**src/rtl/reg_file_mp_if.sv**
```systemverilog
// Bus bundle for reg_file_mp: write port, packed multi-port read, and clear control.
// The master side drives requests and addresses. The slave side (the register file)
// drives the status outputs and the read data.
interface reg_file_mp_if #(
  parameter int DATA_W = 32,
  parameter int ADDR_W = 5,
  parameter int NUM_RD = 2
);
  logic                     wr_en;
  logic [ADDR_W-1:0]        wr_addr;
  logic [DATA_W-1:0]        wr_data;
  logic                     wr_ready;
  logic                     wr_drop;
  logic [NUM_RD*ADDR_W-1:0] rd_addr;
  logic [NUM_RD*DATA_W-1:0] rd_data;
  logic                     clr_req;
  logic                     busy;
  logic                     clr_done;

  modport master (
    output wr_en, wr_addr, wr_data, rd_addr, clr_req,
    input  wr_ready, wr_drop, rd_data, busy, clr_done
  );

  modport slave (
    input  wr_en, wr_addr, wr_data, rd_addr, clr_req,
    output wr_ready, wr_drop, rd_data, busy, clr_done
  );
endinterface

```
**src/rtl/reg_file_mp.sv**
```systemverilog
// reg_file_mp: register file with one write port, NUM_RD combinational read ports,
// and a sequencer that clears the whole file one entry per cycle.
// Entry 0 is hardwired to read zero.
// Optional macro REG_FILE_MP_BYPASS_EN: a read port that addresses the entry being
// written in the same cycle returns the incoming write data instead of the old value.
//
// state | meaning
// IDLE  | normal operation, writes accepted, clr_req starts a clear
// CLEAR | zeroing entry idx this cycle, writes rejected
// DONE  | single-cycle completion pulse, writes rejected
module reg_file_mp #(
  parameter int DATA_W = 32,
  parameter int ADDR_W = 5,
  parameter int NUM_RD = 2
) (
  input  logic          clk,
  input  logic          reset,
  reg_file_mp_if.slave  bus
);

  localparam int DEPTH = 1 << ADDR_W;

  typedef enum logic [1:0] {
    S_IDLE  = 2'd0,
    S_CLEAR = 2'd1,
    S_DONE  = 2'd2
  } state_t;

  state_t            state_q, state_d;
  logic [ADDR_W-1:0] idx_q, idx_d;
  logic              clr_we;
  logic              busy;
  logic              wr_accept;
  logic              wr_drop_q;
  logic [DATA_W-1:0] mem [DEPTH];

  assign busy          = (state_q != S_IDLE);
  assign bus.busy      = busy;
  assign bus.clr_done  = (state_q == S_DONE);
  assign bus.wr_ready  = ~busy;
  assign bus.wr_drop   = wr_drop_q;

  // Address 0 is not backed by storage writes, so it is silently discarded rather than dropped.
  assign wr_accept = bus.wr_en & ~busy & (bus.wr_addr != '0);

  // Sequencer state and clear-index registers.
  always_ff @(posedge clk or negedge reset) begin
    if (!reset) begin
      state_q <= S_IDLE;
      idx_q   <= '0;
    end else begin
      state_q <= state_d;
      idx_q   <= idx_d;
    end
  end

  // Next-state logic. The clear starts at 1 because entry 0 never holds data.
  always_comb begin
    state_d = state_q;
    idx_d   = idx_q;
    clr_we  = 1'b0;
    case (state_q)
      S_IDLE: begin
        if (bus.clr_req) begin
          state_d = S_CLEAR;
          idx_d   = ADDR_W'(1);
        end
      end
      S_CLEAR: begin
        clr_we = 1'b1;
        idx_d  = idx_q + ADDR_W'(1);
        if (idx_q == '1) begin
          state_d = S_DONE;
        end
      end
      S_DONE: begin
        state_d = S_IDLE;
      end
      default: begin
        state_d = S_IDLE;
      end
    endcase
  end

  // A rejected write is reported one cycle later as a single-cycle pulse.
  always_ff @(posedge clk or negedge reset) begin
    if (!reset) begin
      wr_drop_q <= 1'b0;
    end else begin
      wr_drop_q <= bus.wr_en & busy;
    end
  end

  // Storage. Host writes and sequencer clears never overlap, because writes need IDLE.
  always_ff @(posedge clk or negedge reset) begin
    if (!reset) begin
      for (int i = 0; i < DEPTH; i++) begin
        mem[i] <= '0;
      end
    end else if (clr_we) begin
      mem[idx_q] <= '0;
    end else if (wr_accept) begin
      mem[bus.wr_addr] <= bus.wr_data;
    end
  end

  // Independent combinational read ports.
  for (genvar k = 0; k < NUM_RD; k++) begin : g_rd
    logic [ADDR_W-1:0] ra;
    logic [DATA_W-1:0] stored;
    assign ra     = bus.rd_addr[k*ADDR_W +: ADDR_W];
    assign stored = (ra == '0) ? '0 : mem[ra];
`ifdef REG_FILE_MP_BYPASS_EN
    assign bus.rd_data[k*DATA_W +: DATA_W] =
      (wr_accept && (bus.wr_addr == ra)) ? bus.wr_data : stored;
`else
    assign bus.rd_data[k*DATA_W +: DATA_W] = stored;
`endif
  end

endmodule
```
**src/flat_wrapper.sv**
```systemverilog
// flat-port wrapper written by rule: the top's interface ports become plain ports
module reg_file_mp_flat 
#(
  parameter int DATA_W = 32,
  parameter int ADDR_W = 5,
  parameter int NUM_RD = 2
)
  (clk, reset, bus_wr_en, bus_wr_addr, bus_wr_data, bus_rd_addr, bus_clr_req, bus_wr_ready, bus_wr_drop, bus_rd_data, bus_busy, bus_clr_done);
  reg_file_mp_if #(.DATA_W(DATA_W), .ADDR_W(ADDR_W), .NUM_RD(NUM_RD)) bus_i ();
  input  logic clk;
  input  logic reset;
  input wire logic [$bits(bus_i.wr_en)-1:0] bus_wr_en;
  input wire logic [$bits(bus_i.wr_addr)-1:0] bus_wr_addr;
  input wire logic [$bits(bus_i.wr_data)-1:0] bus_wr_data;
  input wire logic [$bits(bus_i.rd_addr)-1:0] bus_rd_addr;
  input wire logic [$bits(bus_i.clr_req)-1:0] bus_clr_req;
  output wire logic [$bits(bus_i.wr_ready)-1:0] bus_wr_ready;
  output wire logic [$bits(bus_i.wr_drop)-1:0] bus_wr_drop;
  output wire logic [$bits(bus_i.rd_data)-1:0] bus_rd_data;
  output wire logic [$bits(bus_i.busy)-1:0] bus_busy;
  output wire logic [$bits(bus_i.clr_done)-1:0] bus_clr_done;
  assign bus_i.wr_en = bus_wr_en;
  assign bus_i.wr_addr = bus_wr_addr;
  assign bus_i.wr_data = bus_wr_data;
  assign bus_i.rd_addr = bus_rd_addr;
  assign bus_i.clr_req = bus_clr_req;
  assign bus_wr_ready = bus_i.wr_ready;
  assign bus_wr_drop = bus_i.wr_drop;
  assign bus_rd_data = bus_i.rd_data;
  assign bus_busy = bus_i.busy;
  assign bus_clr_done = bus_i.clr_done;
  reg_file_mp #(.DATA_W(DATA_W), .ADDR_W(ADDR_W), .NUM_RD(NUM_RD)) u_core (.clk(clk), .reset(reset), .bus(bus_i));
endmodule
```
**config.mk**
```make
export PLATFORM = sky130hd
export DESIGN_NAME = reg_file_mp_flat
export DESIGN_NICKNAME = d
export VERILOG_FILES = /design/src/rtl/reg_file_mp_if.sv /design/src/rtl/reg_file_mp.sv /design/src/flat_wrapper.sv
export SDC_FILE = /design/constraint.sdc
export NUM_CORES = 2
export LEC_CHECK = 0
export CAP_MARGIN = 30
export CORE_MARGIN = 2
export CORE_UTILIZATION = 30
export DETAILED_ROUTE_END_ITERATION = 6
export GPL_ROUTABILITY_DRIVEN = 0
export GPL_TIMING_DRIVEN = 0
export PLACE_DENSITY_LB_ADDON = 0.25
export SYNTH_ARGS = -nofsm -noshare
export SYNTH_HDL_FRONTEND = slang
export SYNTH_SLANG_ARGS = --single-unit
```
**constraint.sdc**
```tcl
create_clock -name clk -period 6.55 [get_ports clk]
set_clock_uncertainty 0.05 [all_clocks]
set_input_delay 1.6375 -clock clk [delete_from_list [all_inputs] [get_ports clk]]
set_output_delay 1.6375 -clock clk [all_outputs]
set_load 0.05 [all_outputs]
```
==> out/results.ini <==
[run_status]
outcome=finished, violations left
violations=setup timing

[grt]
grt_overflow_total=0
antenna_found_initial=16
met2_usage_pct=40.30
grt_max_degree=174
grtUsageTotal_pct=26.54
busiest_layer=met2
grt_pass1_wl_um=354800
use_met3_pct=7.357
grt_pass1_vias=45932
use_met1_pct=33.03

[synth]
ys_warn_count=0
synth_edf_count=0
syn_area_mm2=0.05529
synth_top_area_share_pct=46.71
yosysMostFrequentCell=nand2_1
yosysTopAreaCell=dfrtp_1
yosys_most_used_dff=dfrtp_1
synth_area_leaders=dfrtp_1, mux4_2, a22o_1, nand2_1, o21ai_0
synth_area_per_cell_um2=11.35
syn_nets=4926
synth.distinct_cells=45
async_flop_share_pct=100.0
netlist_instances=4870
ys_ff_latch=1032
synth_commonest_cells=nand2_1, dfrtp_1, o21ai_0
seq_area_frac_synth_pct=46.71

[floorplan]
core_mm2=0.1831
die_w_um=433.3
row_count=157
die_y_um=433.3
io_pins=119
dieArea_mm2=0.1877
start_util_pct=30.20

[cts]
clockBufferDepth=3
clkLatencyLatePin_ps=750
clkSinkCount=1032
clkTransAtPathRegs_ps=60
cts_hold_buf=0
htreeDepth=3
cts-buffers-inserted=114
root_buffer=clkbuf_16
cts_tree=done

[hold_path]
worst_hold_path_type=reg -> reg

[timing]
fin_ws_ps=-130.0
slew_headroom_pct=18.04
setup_viol=31
tightest_slew_ps=1225
whs_ps=457.4
fin_crit_sh_pct=102.0
finalHoldViolations=0
layout_min_cycle_time_ps=6680
finalMaxSlewViolations=0
fmax_ghz=0.1497

[critical_path]
path_max_fanout=10
critical_path_class=in -> out
startpoint_type=input port
crit_arrival_ps=4990
worst_ep_required_time_ps=4860
crit_path_end_kind=output port

[drt]
avgViaCountPerCell=6.025
avgRoutedWirePerCell_um=32.68
first_iter_violations=6853
dr.pass1.iters=6
via_count=46390
drtAntennaViolNets=0
routed_wl_um=251600
drc_errors=0

[flow_run]
drv_cap=0

[power]
p_sw_share_pct=35.64
p_switching_mw=8.422
p_comb_share_pct=28.0
power.density_mw_per_mm2=365.7
p_leak_nw=26.89
pwr-share-seq_pct=41.3
p_int_mw=15.21
clockPowerShare_pct=30.7
peakVddDrop_v=0.0002320

[placed_design]
port_buffers=109
dpl.hpwl_um=189800
placed_area_mm2=0.05993

[layout]
finalNetCount=5185
area_growth_pct=16.89
finalInstanceArea_mm2=0.06462
drive_above_1_share_pct=21.54

-- power by group through the flow --
stage | sequential, mW | combinational, mW | clock, mW
6_report | 9.76 | 6.62 | 7.25
5_1_grt | 9.95 | 7.01 | 7.55
4_1_cts | 9.66 | 6.41 | 7.30
3_5_place_dp | 9.74 | 6.38 | 0
3_3_place_gp | 9.70 | 6.21 | 0
2_1_floorplan | 9.17 | 4.17 | 0
-- path summary, 6_finish.rpt --
kind / startpoint / end / slack, ps / cells after the start
worst max-delay path: bus_rd_addr[7] / bus_rd_data[57] / -130 / 8
worst min-delay path: u_core.mem[1013] / u_core.mem[1013] / 460 / 1
worst max register to register: u_core.state_q[1] / u_core.mem[953] / 3310 / 7
worst min register to register: u_core.mem[1013] / u_core.mem[1013] / 460 / 1
max in group asynchronous: reset / u_core.mem[810] / 3580 / 3
min in group asynchronous: reset / u_core.mem[346] / 820 / 1
-- worst max-delay path, cell delays in order --
cell and delay (ps):
buf_4 330, buf_2 420, buf_4 350, buf_4 440, buf_2 440, a211oi_1 210, a311oi_1 620, clkdlybuf4s15_2 470
-- cells by family (layout without fill, tap and decap cells) --
kind of cell	count (synthesis)	count (layout)	share of synthesized area (%)
multiplexers	642	642	21.91
buffers and inverters	561	919	4.289
flip-flops	1032	1032	46.71
AND/OR/NAND/NOR	1247	1247	9.661
adder cells (fa/ha/maj)	5	5	0.1132
other	0	7	0
AO/OA/AOI/OAI	1383	1383	17.32
-- layout by cell type (no fill, tap or decap), types with 33 or more instances in the layout --
cell type,instances
a211oi_2,34
a221oi_1,49
a22o_1,484
a22oi_1,64
a311oi_1,35
and2_1,36
buf_2,161
buf_4,33
clkbuf_1,338
clkbuf_16,117
clkbuf_2,41
clkbuf_8,33
clkdlybuf4s15_2,35
clkdlybuf4s50_1,44
dfrtp_1,1032
mux2_2,64
mux2i_1,130
mux4_2,448
nand2_1,1071
nor2b_1,71
o21ai_0,625
-- what timing repair did --
item                                   CTS  global route
pin swaps                                2             3
buffers inserted                         0             0
cloned                                   0             0
endpoints found under the hold margin    0             0
resized for setup                      259            59
setup endpoints to repair               64            43
-- state kept, by name, summed over array words and instances, names as in the netlist --
name and flops:
u_core.mem 1024, u_core.idx_q 5, u_core.state_q 2, u_core.bus.wr_drop 1
-- per-layer routing --
layer,up-vias,wire length (um),share of wire (%)
li1,18715,-,-
met1,24091,94110,37
met3,642,25810,10
met5,-,34,0.014
met4,6,19510,7.8
met2,2936,112200,45
-- stage by stage --
stage	setup WS [ps]	utilization (%)	std cells	power [mW]	TNS, ps
finish	-130.0	35.30	7699	23.63	-1473
global route	-10.29	35.29	7695	24.51	-10.29
CTS	-191.5	35.23	7692	23.37	-205.9
detailed placement	-1619	32.74	7480	16.12	-68590
global placement	-45410	32.48	7443	15.91	-
floorplan	730.1	-	4870	13.34	0
-- final cells by class --
type / instances / area (um2)
multi-input combinational: 3277 / 27520
clock buffer: 164 / 3435
antenna: 7 / 17.52
tap: 2464 / 3083
sequential: 1032 / 25820
inverter: 6 / 22.52
timing repair buffer: 146 / 1530
fill: 18251 / 118500
buffer: 552 / 2472
clock inverter: 51 / 720.7
(Power assumes the default switching activity.)
